<file path="src/rtl/cpu_pkg.sv">
// Shared CPU definitions: datapath width, ALU control codes, RV32I opcodes and
// operand-select encodings used between decode and execute.
package cpu_pkg;

    localparam int unsigned XLEN = 32;

    typedef enum logic [3:0] {
        AluAdd  = 4'b0000,
        AluSub  = 4'b0001,
        AluSll  = 4'b0010,
        AluSlt  = 4'b0011,
        AluSltu = 4'b0100,
        AluXor  = 4'b0101,
        AluSrl  = 4'b0110,
        AluSra  = 4'b0111,
        AluOr   = 4'b1000,
        AluAnd  = 4'b1001
    } alu_op_e;

    localparam logic [6:0] OpcOp     = 7'b0110011;
    localparam logic [6:0] OpcOpImm  = 7'b0010011;
    localparam logic [6:0] OpcLoad   = 7'b0000011;
    localparam logic [6:0] OpcStore  = 7'b0100011;
    localparam logic [6:0] OpcBranch = 7'b1100011;
    localparam logic [6:0] OpcLui    = 7'b0110111;
    localparam logic [6:0] OpcAuipc  = 7'b0010111;
    localparam logic [6:0] OpcJal    = 7'b1101111;
    localparam logic [6:0] OpcJalr   = 7'b1100111;

    typedef enum logic [1:0] {
        ASelZero = 2'b00,
        ASelRs1  = 2'b01,
        ASelPc   = 2'b10
    } a_sel_e;

    typedef enum logic [1:0] {
        BSelZero = 2'b00,
        BSelRs2  = 2'b01,
        BSelImm  = 2'b10,
        BSelFour = 2'b11
    } b_sel_e;

    // Integer funct3 map shared by OP and OP-IMM; alt selects SUB/SRA.
    function automatic alu_op_e alu_from_funct3(input logic [2:0] funct3, input logic alt);
        alu_op_e op;
        case (funct3)
            3'b000:  op = alt ? AluSub : AluAdd;
            3'b001:  op = AluSll;
            3'b010:  op = AluSlt;
            3'b011:  op = AluSltu;
            3'b100:  op = AluXor;
            3'b101:  op = alt ? AluSra : AluSrl;
            3'b110:  op = AluOr;
            default: op = AluAnd;
        endcase
        return op;
    endfunction

endpackage

</file>
<file path="src/rtl/alu_ctrl_decode.sv">
// Combinational decode of opcode/funct fields into ALU operation, operand
// sources, destination write enable and an illegal-instruction flag.
module alu_ctrl_decode
    import cpu_pkg::*;
(
    input  logic [6:0] i_opcode,
    input  logic [2:0] i_funct3,
    input  logic       i_funct7_5,
    output alu_op_e    o_alu_control,
    output a_sel_e     o_a_sel,
    output b_sel_e     o_b_sel,
    output logic       o_rd_wr_en,
    output logic       o_illegal
);

    always_comb begin
        o_alu_control = AluAdd;
        o_a_sel       = ASelZero;
        o_b_sel       = BSelZero;
        o_rd_wr_en    = 1'b0;
        o_illegal     = 1'b0;

        case (i_opcode)
            OpcOp: begin
                o_alu_control = alu_from_funct3(i_funct3, i_funct7_5);
                o_a_sel       = ASelRs1;
                o_b_sel       = BSelRs2;
                o_rd_wr_en    = 1'b1;
            end
            OpcOpImm: begin
                // No SUBI: funct7_5 only distinguishes SRAI from SRLI.
                o_alu_control = alu_from_funct3(i_funct3, i_funct7_5 && (i_funct3 == 3'b101));
                o_a_sel       = ASelRs1;
                o_b_sel       = BSelImm;
                o_rd_wr_en    = 1'b1;
            end
            OpcLoad: begin
                o_a_sel    = ASelRs1;
                o_b_sel    = BSelImm;
                o_rd_wr_en = 1'b1;
            end
            OpcStore: begin
                o_a_sel = ASelRs1;
                o_b_sel = BSelImm;
            end
            OpcBranch: begin
                case (i_funct3)
                    3'b000, 3'b001: begin
                        o_alu_control = AluSub;
                        o_a_sel       = ASelRs1;
                        o_b_sel       = BSelRs2;
                    end
                    3'b100, 3'b101: begin
                        o_alu_control = AluSlt;
                        o_a_sel       = ASelRs1;
                        o_b_sel       = BSelRs2;
                    end
                    3'b110, 3'b111: begin
                        o_alu_control = AluSltu;
                        o_a_sel       = ASelRs1;
                        o_b_sel       = BSelRs2;
                    end
                    default: o_illegal = 1'b1;
                endcase
            end
            OpcLui: begin
                o_b_sel    = BSelImm;
                o_rd_wr_en = 1'b1;
            end
            OpcAuipc: begin
                o_a_sel    = ASelPc;
                o_b_sel    = BSelImm;
                o_rd_wr_en = 1'b1;
            end
            OpcJal, OpcJalr: begin
                // Execute computes the link value pc + 4.
                o_a_sel    = ASelPc;
                o_b_sel    = BSelFour;
                o_rd_wr_en = 1'b1;
            end
            default: o_illegal = 1'b1;
        endcase
    end

endmodule

</file>
<file path="src/rtl/id_ex_stage.sv">
// Decode-to-execute pipeline register: resolves forwarded operands and ALU
// control at capture and holds them stable for the ALU under backpressure.
module id_ex_stage #(
    parameter int unsigned XLEN = cpu_pkg::XLEN
) (
    input  logic            clk,
    input  logic            rst_n,
    input  logic            in_valid,
    output logic            in_ready,
    input  logic [6:0]      opcode,
    input  logic [2:0]      funct3,
    input  logic            funct7_5,
    input  logic [4:0]      rs1_addr,
    input  logic [4:0]      rs2_addr,
    input  logic [4:0]      rd_addr,
    input  logic [XLEN-1:0] rs1_data,
    input  logic [XLEN-1:0] rs2_data,
    input  logic [XLEN-1:0] imm,
    input  logic [XLEN-1:0] pc,
    input  logic            exmem_wr_en,
    input  logic            memwb_wr_en,
    input  logic [4:0]      exmem_rd,
    input  logic [4:0]      memwb_rd,
    input  logic [XLEN-1:0] exmem_data,
    input  logic [XLEN-1:0] memwb_data,
    input  logic            flush,
    output logic            out_valid,
    input  logic            out_ready,
    output logic [XLEN-1:0] operand_a,
    output logic [XLEN-1:0] operand_b,
    output logic [3:0]      alu_control,
    output logic [4:0]      rd_out,
    output logic            rd_wr_en,
    output logic            illegal
);
    import cpu_pkg::*;

    alu_op_e         w_alu_control;
    a_sel_e          w_a_sel;
    b_sel_e          w_b_sel;
    logic            w_rd_wr_en;
    logic            w_illegal;
    logic            w_accept;
    logic [XLEN-1:0] w_fwd_rs1;
    logic [XLEN-1:0] w_fwd_rs2;
    logic [XLEN-1:0] w_op_a;
    logic [XLEN-1:0] w_op_b;

    logic            r_valid;
    logic [XLEN-1:0] r_op_a;
    logic [XLEN-1:0] r_op_b;
    logic [3:0]      r_alu_control;
    logic [4:0]      r_rd;
    logic            r_rd_wr_en;
    logic            r_illegal;

    alu_ctrl_decode u_decode (
        .i_opcode      (opcode),
        .i_funct3      (funct3),
        .i_funct7_5    (funct7_5),
        .o_alu_control (w_alu_control),
        .o_a_sel       (w_a_sel),
        .o_b_sel       (w_b_sel),
        .o_rd_wr_en    (w_rd_wr_en),
        .o_illegal     (w_illegal)
    );

    // The younger EX/MEM result takes priority over MEM/WB; x0 never forwards.
    function automatic logic [XLEN-1:0] forward(input logic [4:0]      addr,
                                                input logic [XLEN-1:0] rf_data);
        logic [XLEN-1:0] val;
        if (exmem_wr_en && (exmem_rd != 5'd0) && (exmem_rd == addr)) begin
            val = exmem_data;
        end else if (memwb_wr_en && (memwb_rd != 5'd0) && (memwb_rd == addr)) begin
            val = memwb_data;
        end else begin
            val = rf_data;
        end
        return val;
    endfunction

    always_comb begin
        w_fwd_rs1 = forward(rs1_addr, rs1_data);
        w_fwd_rs2 = forward(rs2_addr, rs2_data);

        case (w_a_sel)
            ASelRs1: w_op_a = w_fwd_rs1;
            ASelPc:  w_op_a = pc;
            default: w_op_a = '0;
        endcase

        case (w_b_sel)
            BSelRs2:  w_op_b = w_fwd_rs2;
            BSelImm:  w_op_b = imm;
            BSelFour: w_op_b = XLEN'(4);
            default:  w_op_b = '0;
        endcase
    end

    assign in_ready = !r_valid || out_ready;
    assign w_accept = in_valid && in_ready;

    always_ff @(posedge clk or negedge rst_n) begin
        if (!rst_n) begin
            r_valid       <= 1'b0;
            r_op_a        <= '0;
            r_op_b        <= '0;
            r_alu_control <= 4'b0000;
            r_rd          <= 5'd0;
            r_rd_wr_en    <= 1'b0;
            r_illegal     <= 1'b0;
        end else if (flush) begin
            r_valid    <= 1'b0;
            r_rd_wr_en <= 1'b0;
        end else if (w_accept) begin
            r_valid       <= 1'b1;
            r_op_a        <= w_op_a;
            r_op_b        <= w_op_b;
            r_alu_control <= w_alu_control;
            r_rd          <= rd_addr;
            r_rd_wr_en    <= w_rd_wr_en && (rd_addr != 5'd0);
            r_illegal     <= w_illegal;
        end else if (out_ready) begin
            r_valid <= 1'b0;
        end
    end

    assign out_valid   = r_valid;
    assign operand_a   = r_op_a;
    assign operand_b   = r_op_b;
    assign alu_control = r_alu_control;
    assign rd_out      = r_rd;
    assign rd_wr_en    = r_rd_wr_en;
    assign illegal     = r_illegal;

endmodule

</file>
<file path="config.mk">
export PLATFORM = sky130hd
export DESIGN_NAME = id_ex_stage
export DESIGN_NICKNAME = d
export VERILOG_FILES = /design/src/rtl/cpu_pkg.sv /design/src/rtl/alu_ctrl_decode.sv /design/src/rtl/id_ex_stage.sv
export SDC_FILE = /design/constraint.sdc
export NUM_CORES = 1
export LEC_CHECK = 0
export ABC_AREA = 1
export ABC_CLOCK_PERIOD_IN_PS = 1500
export CAP_MARGIN = 10
export CORE_MARGIN = 2
export CORE_UTILIZATION = 38
export CTS_CLUSTER_DIAMETER = 80
export DETAILED_ROUTE_END_ITERATION = 6
export PLACE_DENSITY = 0.89
export REMOVE_ABC_BUFFERS = 1
export SLEW_MARGIN = 10
export SYNTH_ARGS = -nofsm -noshare
export SYNTH_HDL_FRONTEND = slang
export SYNTH_SLANG_ARGS = --single-unit
</file>
<file path="constraint.sdc">
create_clock -name clk -period 1.5 [get_ports clk]
set_clock_uncertainty 0.15 [all_clocks]
set_input_delay 0.3 -clock clk [delete_from_list [all_inputs] [get_ports clk]]
set_output_delay 0.3 -clock clk [all_outputs]
set_load 0.02 [all_outputs]
</file>
After elaboration in Yosys (flattened, before gate mapping)
Cells that the tools add are included.
- bits in registers: 76
- input port bits: 235
- output and inout bits: 77
- word-level logic and storage cells: 86
- eq/ne operators: 25
- muxes and demuxes: 25
- bitwise logic cells: 1
- reduce and logical (&&, ||, !) cells: 28
- operators by type and width (operator ; number):
    32-bit 2-to-1 mux ; 4
    32-bit case mux with 3 select lines ; 1
    32-bit case mux with 2 select lines ; 1
    4-bit case mux with 7 select lines ; 2
    7-bit by 6-bit == test with 1-bit output (second input constant) ; 3
    7-bit == test (second input constant) ; 3
    5-bit == test ; 4
    5-bit nonzero test ; 3
    7-bit by 5-bit == test with 1-bit output (second input constant) ; 2
    3-bit == test (second input constant) ; 4
    1-bit 2-to-1 mux ; 12
    4-bit case mux with 3 select lines ; 1
    1-bit logical AND ; 9
    3-bit case mux with 3 select lines ; 1
    2-bit case mux with 4 select lines ; 1
    2-bit OR reduction ; 4
    8-bit OR reduction ; 1
    7-bit by 2-bit == test with 1-bit output (second input constant) ; 1
    7-bit OR reduction ; 1
    2-bit == test (second input constant) ; 3
    3-bit by 2-bit == test with 1-bit output (second input constant) ; 2
    2-bit case mux with 3 select lines ; 1
    6-bit OR reduction ; 1
    5-bit OR reduction ; 1
    12 further kinds ; 13

Longest topological paths before layout
Gate-level depths: netlist (run 1).
- depth in word-level cells: 6
- mapped depth: 15
- mapped depth without buffers: 14

By module
Synthesis (run 1) repeated with hierarchy kept, for this count alone.
- cell total of the unflattened synthesis: 1120
- area, all modules: 6431.2 µm²
- by module, submodules not included (module ; times used ; cells each ; area each (µm²) ; seq. area each (µm²)):
    id_ex_stage ; 1 ; 1056 ; 6128.4 ; 1901.8
    alu_ctrl_decode ; 1 ; 64 ; 302.8 ; 0.0

Worst setup path after synthesis (run 1)
No wires, ideal clock.
- path type: input -> register
- start: input port opcode[1]
- end: register r_op_a[10], in the netlist operand_a[10]
- setup time: 0.066 ns
- arrival time: 1.721 ns
- required time: 1.284 ns
- slack: -0.436 ns
- cell stages on the path: 12
- path buffers: 1
- path through: nand2_1 > inv_1 > nand2_1 > nor2_1 > nand2_1 > o21ai_0 > inv_1 > ha_1 > nor2_1 > buf_2 > nand2_1 > nand2_1
- cells in the longest elaborated chain, start to end: 5
- elaborated cells on any way between the ends: 14
- those cells by class: 10 x eq/ne; 2 x mux; 2 x reduce/logical
- RTL lines (element ; line ; text):
    start, declared ; id_ex_stage.sv:10 ; input logic [6:0] opcode,
    7-bit by 2-bit == test with 1-bit output (tied with other cells) ; alu_ctrl_decode.sv:23 ; case (i_opcode)
    4-bit OR reduction (no source line) / 3-bit OR reduction (equally long branches) ; n/a ;
    2-bit case mux with 3 select lines * ; alu_ctrl_decode.sv:23 ;
    2-bit == test / 2-bit by 1-bit == test with 1-bit output (equally long branches) ; id_ex_stage.sv:86 ; case (w_a_sel)
    32-bit case mux with 2 select lines * ; id_ex_stage.sv:86 ;
    end signal, assigned ; id_ex_stage.sv:117 ; r_op_a <= w_op_a;
    end, declared ; id_ex_stage.sv:50 ; logic [XLEN-1:0] r_op_a;
Every way passes the cells marked *; elsewhere a longest branch is shown, timed or not.
A chain may end at the register's enable or synchronous reset.

Final worst setup path (run 1)
- start: input port opcode[5]
- end: register r_op_b[29], in the netlist operand_b[29]
- cells in the longest elaborated chain, start to end: 5
- elaborated cells on any way between the ends: 16
- those cells by class: 12 x eq/ne; 2 x mux; 2 x reduce/logical
- RTL lines (element ; line ; text):
    7-bit by 2-bit == test with 1-bit output (tied with other cells) ; alu_ctrl_decode.sv:23 ;
    5-bit OR reduction (no source line) / 2-bit OR reduction (equally long branches) ; n/a ;
    2-bit case mux with 4 select lines * ; alu_ctrl_decode.sv:23 ;
    2-bit == test / 2-bit by 1-bit == test with 1-bit output (equally long branches) ; id_ex_stage.sv:92 ; case (w_b_sel)
    32-bit case mux with 3 select lines * ; id_ex_stage.sv:92 ;
    end signal, assigned ; id_ex_stage.sv:118 ; r_op_b <= w_op_b;
    end, declared ; id_ex_stage.sv:51 ; logic [XLEN-1:0] r_op_b;
Marked as above.

==> results of run 1 <==
-- path summary, 6_finish.rpt --
kind                       slack [ns]  depth (start not counted)                         to                startpoint
hold reg to reg                  0.32                          2   operand_a[0]$_DFFE_PN0P_  operand_a[0]$_DFFE_PN0P_
setup / recovery                -0.42                         16  operand_b[29]$_DFFE_PN0P_                 opcode[5]
min in group clk                 0.24                          3      out_valid$_DFFE_PN0P_                  in_valid
max in group asynchronous        0.46                          3  operand_b[12]$_DFFE_PN0P_                     rst_n
hold / removal                   0.24                          2      rd_out[3]$_DFFE_PN0P_                     rst_n
setup reg to reg                -0.16                          8  operand_a[27]$_DFFE_PN0P_     out_valid$_DFFE_PN0P_
-- cells in the mapped netlist (2+ instances only) --
cell type  number  area (um^2)
a21oi_1         4        20.02
dfrtp_1        76         1902
xor2_1         10        87.58
inv_2          13        48.80
nor2_2          6        37.54
o21ai_2         2        17.52
inv_1         102        382.9
nand4_1        65        406.6
ha_1            2        25.02
clkinv_1        5        18.77
clkbuf_1       12        45.04
xnor2_1         6        52.55
a31o_2          2        17.52
nand3_1       139        695.7
buf_6           3        33.78
nand3_2         2        20.02
nand2_1       562         2110
o211ai_1        2        15.01
buf_2          54        270.3
nor2_1         13        48.80
o21ai_0         6        30.03
-- area by class of cell --
cell class / instances / area (um^2) / area share [%]
multi-input cells: 830 / 4353 / 35.42
flip-flops and latches: 76 / 1902 / 15.48
clock buffers: 12 / 246.5 / 2.006
clock inverters: 4 / 120.1 / 0.9775
inverters: 120 / 457.9 / 3.727
repair buffers: 458 / 4933 / 40.15
well taps: 220 / 275.3 / 2.240
-- per-stage QoR --
| step | TNS [ns] | area [um^2] |
|---|---|---|
| after floorplan | -175.00 | 6016 |
| after CTS | -13.92 | 11790 |
| final | -17.42 | 12290 |
| after global routing | -22.17 | 12290 |
| after global placement | -63.84 | 10320 |
| after detailed placement | -69.31 | 10320 |
-- power by group through the flow --
stage	combinational [W]	sequential, W	clock, W
global placement	0.00185	0.00217	0
floorplan	0.000510	0.00224	0
finish	0.00233	0.00214	0.00280
global route	0.00243	0.00215	0.00288
detailed placement	0.00187	0.00217	0
CTS	0.00211	0.00214	0.00278
-- logic make-up after synthesis --
family | after synthesis
buf+inv | 191
compound gates | 20
xor+xnor | 16
fa+ha+maj | 2
flops | 76
simple gates | 792
-- flip-flops by register name (all words and copies together), names as in the netlist --
name and cells:
out_valid 1, rd_out 5, rd_wr_en 1, operand_b 32
operand_a 32, alu_control 4, illegal 1
-- what timing repair did --
action,4_1_cts,5_1_grt
pin swaps,52,62
hold buffers,1,0
buffers inserted,26,14
endpoints found under the hold margin,48,0
gates resized for setup,358,209
cloned,19,5
endpoints found under the setup margin,148,119
-- layer usage --
metal  share of wire [%]  vias to the layer above  GRT usage [%]
li1                    -                     4254              -
met1                  35                     4333          45.39
met2                  45                      793          59.88
met3                  11                      250          7.496
met4                 8.4                        0          19.50
met5                   0                        -              0
-- worst reg2reg max path: stages (launching register included) --
cell and delay [ns]:
dfrtp_1 0.42, nand2_4 0.12, nand2_4 0.06, nor2_4 0.16
clkinv_4 0.13, nor2_2 0.14, buf_12 0.21, nand2_1 0.10
nand2_1 0.09
==> metrics.md, run 1 <==
| Metric | Value |
|---|---|
| Status | `complete, but fails checks` |
| Failing checks | `design-rule violations, negative setup slack` |
| Max stage delay on crit path | `0.26 ns` |
| Number of global-route vias before repair | `8879` |
| Critical Path Slowest Stage Cell | `bufbuf_16` |
| Std-Cell Rows | `47` |
| Num Clock Sinks | `76` |
| Internal | `0.005140 W` |
| Port-buffer cells | `311` |
| Post-Route WL | `35870 um` |
| First-pass GRT wire length | `49860 um` |
| TritonRoute pass-1 iters | `7` |
| Pin count of the biggest net entering global routing | `33` |
| CTS max path bufs | `2` |
| TritonCTS Buffers | `9` |
| MaxCap Viol Count | `0` |
| Warnings, synthesis | `0` |
| Comb pwr share | `32.0%` |
| Starting Density | `38.73%` |
| Skew-Pair Late Insertion Delay | `0.36 ns` |
| Most common cell after layout, fill and taps aside | `nand2_1` |
| Total power | `0.007269 W` |
| Placer Congestion | `0.9580` |
| Final setup viols | `75` |
| Core ar. | `16470 um^2` |
| Number of enable flip-flop cells after synthesis | `0` |
| Fraction of layout cells with a size suffix above 1 | `27.60%` |
| IO Count | `312` |
| Relative slew slack | `76.91%` |
| Gate Count Post-Synth | `1097` |
| Largest family of logic cells by synthesized area | `simple AND/OR/NAND/NOR gates` |
| Bufs and invs on worst path | `6` |
| Nets | `1732` |
| CP Class | `primary input to flop` |
| Crit-path max FO | `5` |
| RSZ-0062 raised after global routing | `true` |
| Sw Pwr | `0.002129 W` |
| Mux share of post-synthesis cell area | `0%` |
| Hold Violations, Final | `0` |
| Die width | `133.5 um` |
| Asr flop ratio synth | `100.0%` |
| Most used cell, CP | `nand2_1` |
| Clk network pwr share | `38.5%` |
| Type of origin of the critical path | `primary input` |
| Cell Chain, Critical Path | `buf_2 > inv_2 > nor2_4 > nand2_2 > and2b_1 > o21ai_2 > buf_4 > nand2_8 > buf_12 > bufbuf_16 > nand2_1 > clkinv_1 > nand2_1 > nand2_1 > nand2_1 > nand2_1` |
| Commonest non-fill, non-tap cells in the layout | `452 x nand2_1, 200 x clkdlybuf4s50_1, 128 x nand3_1, 82 x inv_1, 81 x nand2_2` |
| Flop pwr share | `29.5%` |
| Inst Count DP | `1643` |
| Final ANT Viol Nets | `0` |
| Post-synthesis sequential area ratio | `29.82%` |
| Die area | `17830 um^2` |
| Antenna violations before repair | `0` |
| WP data required | `1.58 ns` |
| Mapped Area | `6377 um^2` |
| Peak supply drop | `593.5 uV` |
| Final Cycle Share | `128.1%` |
| Via count | `9630` |
| Worst-Margin Slew | `0.3438 ns` |
| Top FF cell, synth | `dfrtp_1` |
| Hold Path Class | `primary input to async pin` |
| Grt total ovfl | `0` |
| FMAX | `520.4 MHz` |
| Synth Area per Inst | `5.813 um^2` |
| Post-route DRC violation count | `12` |
| Lkg Pwr | `6.578 nW` |
| Clock transition at the registers of the reported paths | `0.07 ns` |
| Total GRT Usage | `36.58%` |
| Dpl hpwl | `22420 um` |
| Synth Register Bits | `76` |
| Diodes inserted | `0` |
| Utilization after layout | `74.63%` |
| CP delay by family, top | `buffers and inverters` |
| Synth Area in Compound Gates | `2.080%` |
| Sw Share | `29.29%` |
| Hold_ws | `0.2373 ns` |
| Post-Synth XOR/XNOR Area | `2.197%` |
| Slew Limit Fails | `0` |
| Post-synth cell types | `32` |
| Synth Area in Adders | `0.3924%` |
| Worst EP arrival | `2.00 ns` |
| Final setup margin | `-0.4216 ns` |
| Synth Area in Simple Gates | `52.78%` |
| Fill count | `1168` |
| Post-placement setup slack | `-1.162 ns` |
| Drt wl/cell | `20.85 um` |
| Clock root buffer | `clkbuf_16` |
| Die Y | `133.5 um` |
| Routed vias/inst | `5.599` |
| TritonCTS clock tree | `built` |
| CTS H-tree lvls | `3` |
| Layout Cells excl Fill | `1720` |
| Drt first-iter violations | `1116` |
| Minimum clock period | `1.922 ns` |
| Setup crit end kind | `flop` |
| Area delta synth->final | `92.68%` |
| Power Dens Cells | `591.5 nW/um^2` |
Note: power is estimated with default switching activity, not from simulation.
==> run 2, diff against run 1 <==
--- a/config.mk
+++ b/config.mk
@@ -7,7 +7,7 @@
 export LEC_CHECK = 0
 export ABC_AREA = 1
 export ABC_CLOCK_PERIOD_IN_PS = 1500
-export CAP_MARGIN = 10
+export CAP_MARGIN = 0
 export CORE_MARGIN = 2
 export CORE_UTILIZATION = 38
 export CTS_CLUSTER_DIAMETER = 80
==> results of run 2 <==
Final layout, timing and power as in run 1 (identical DEF).
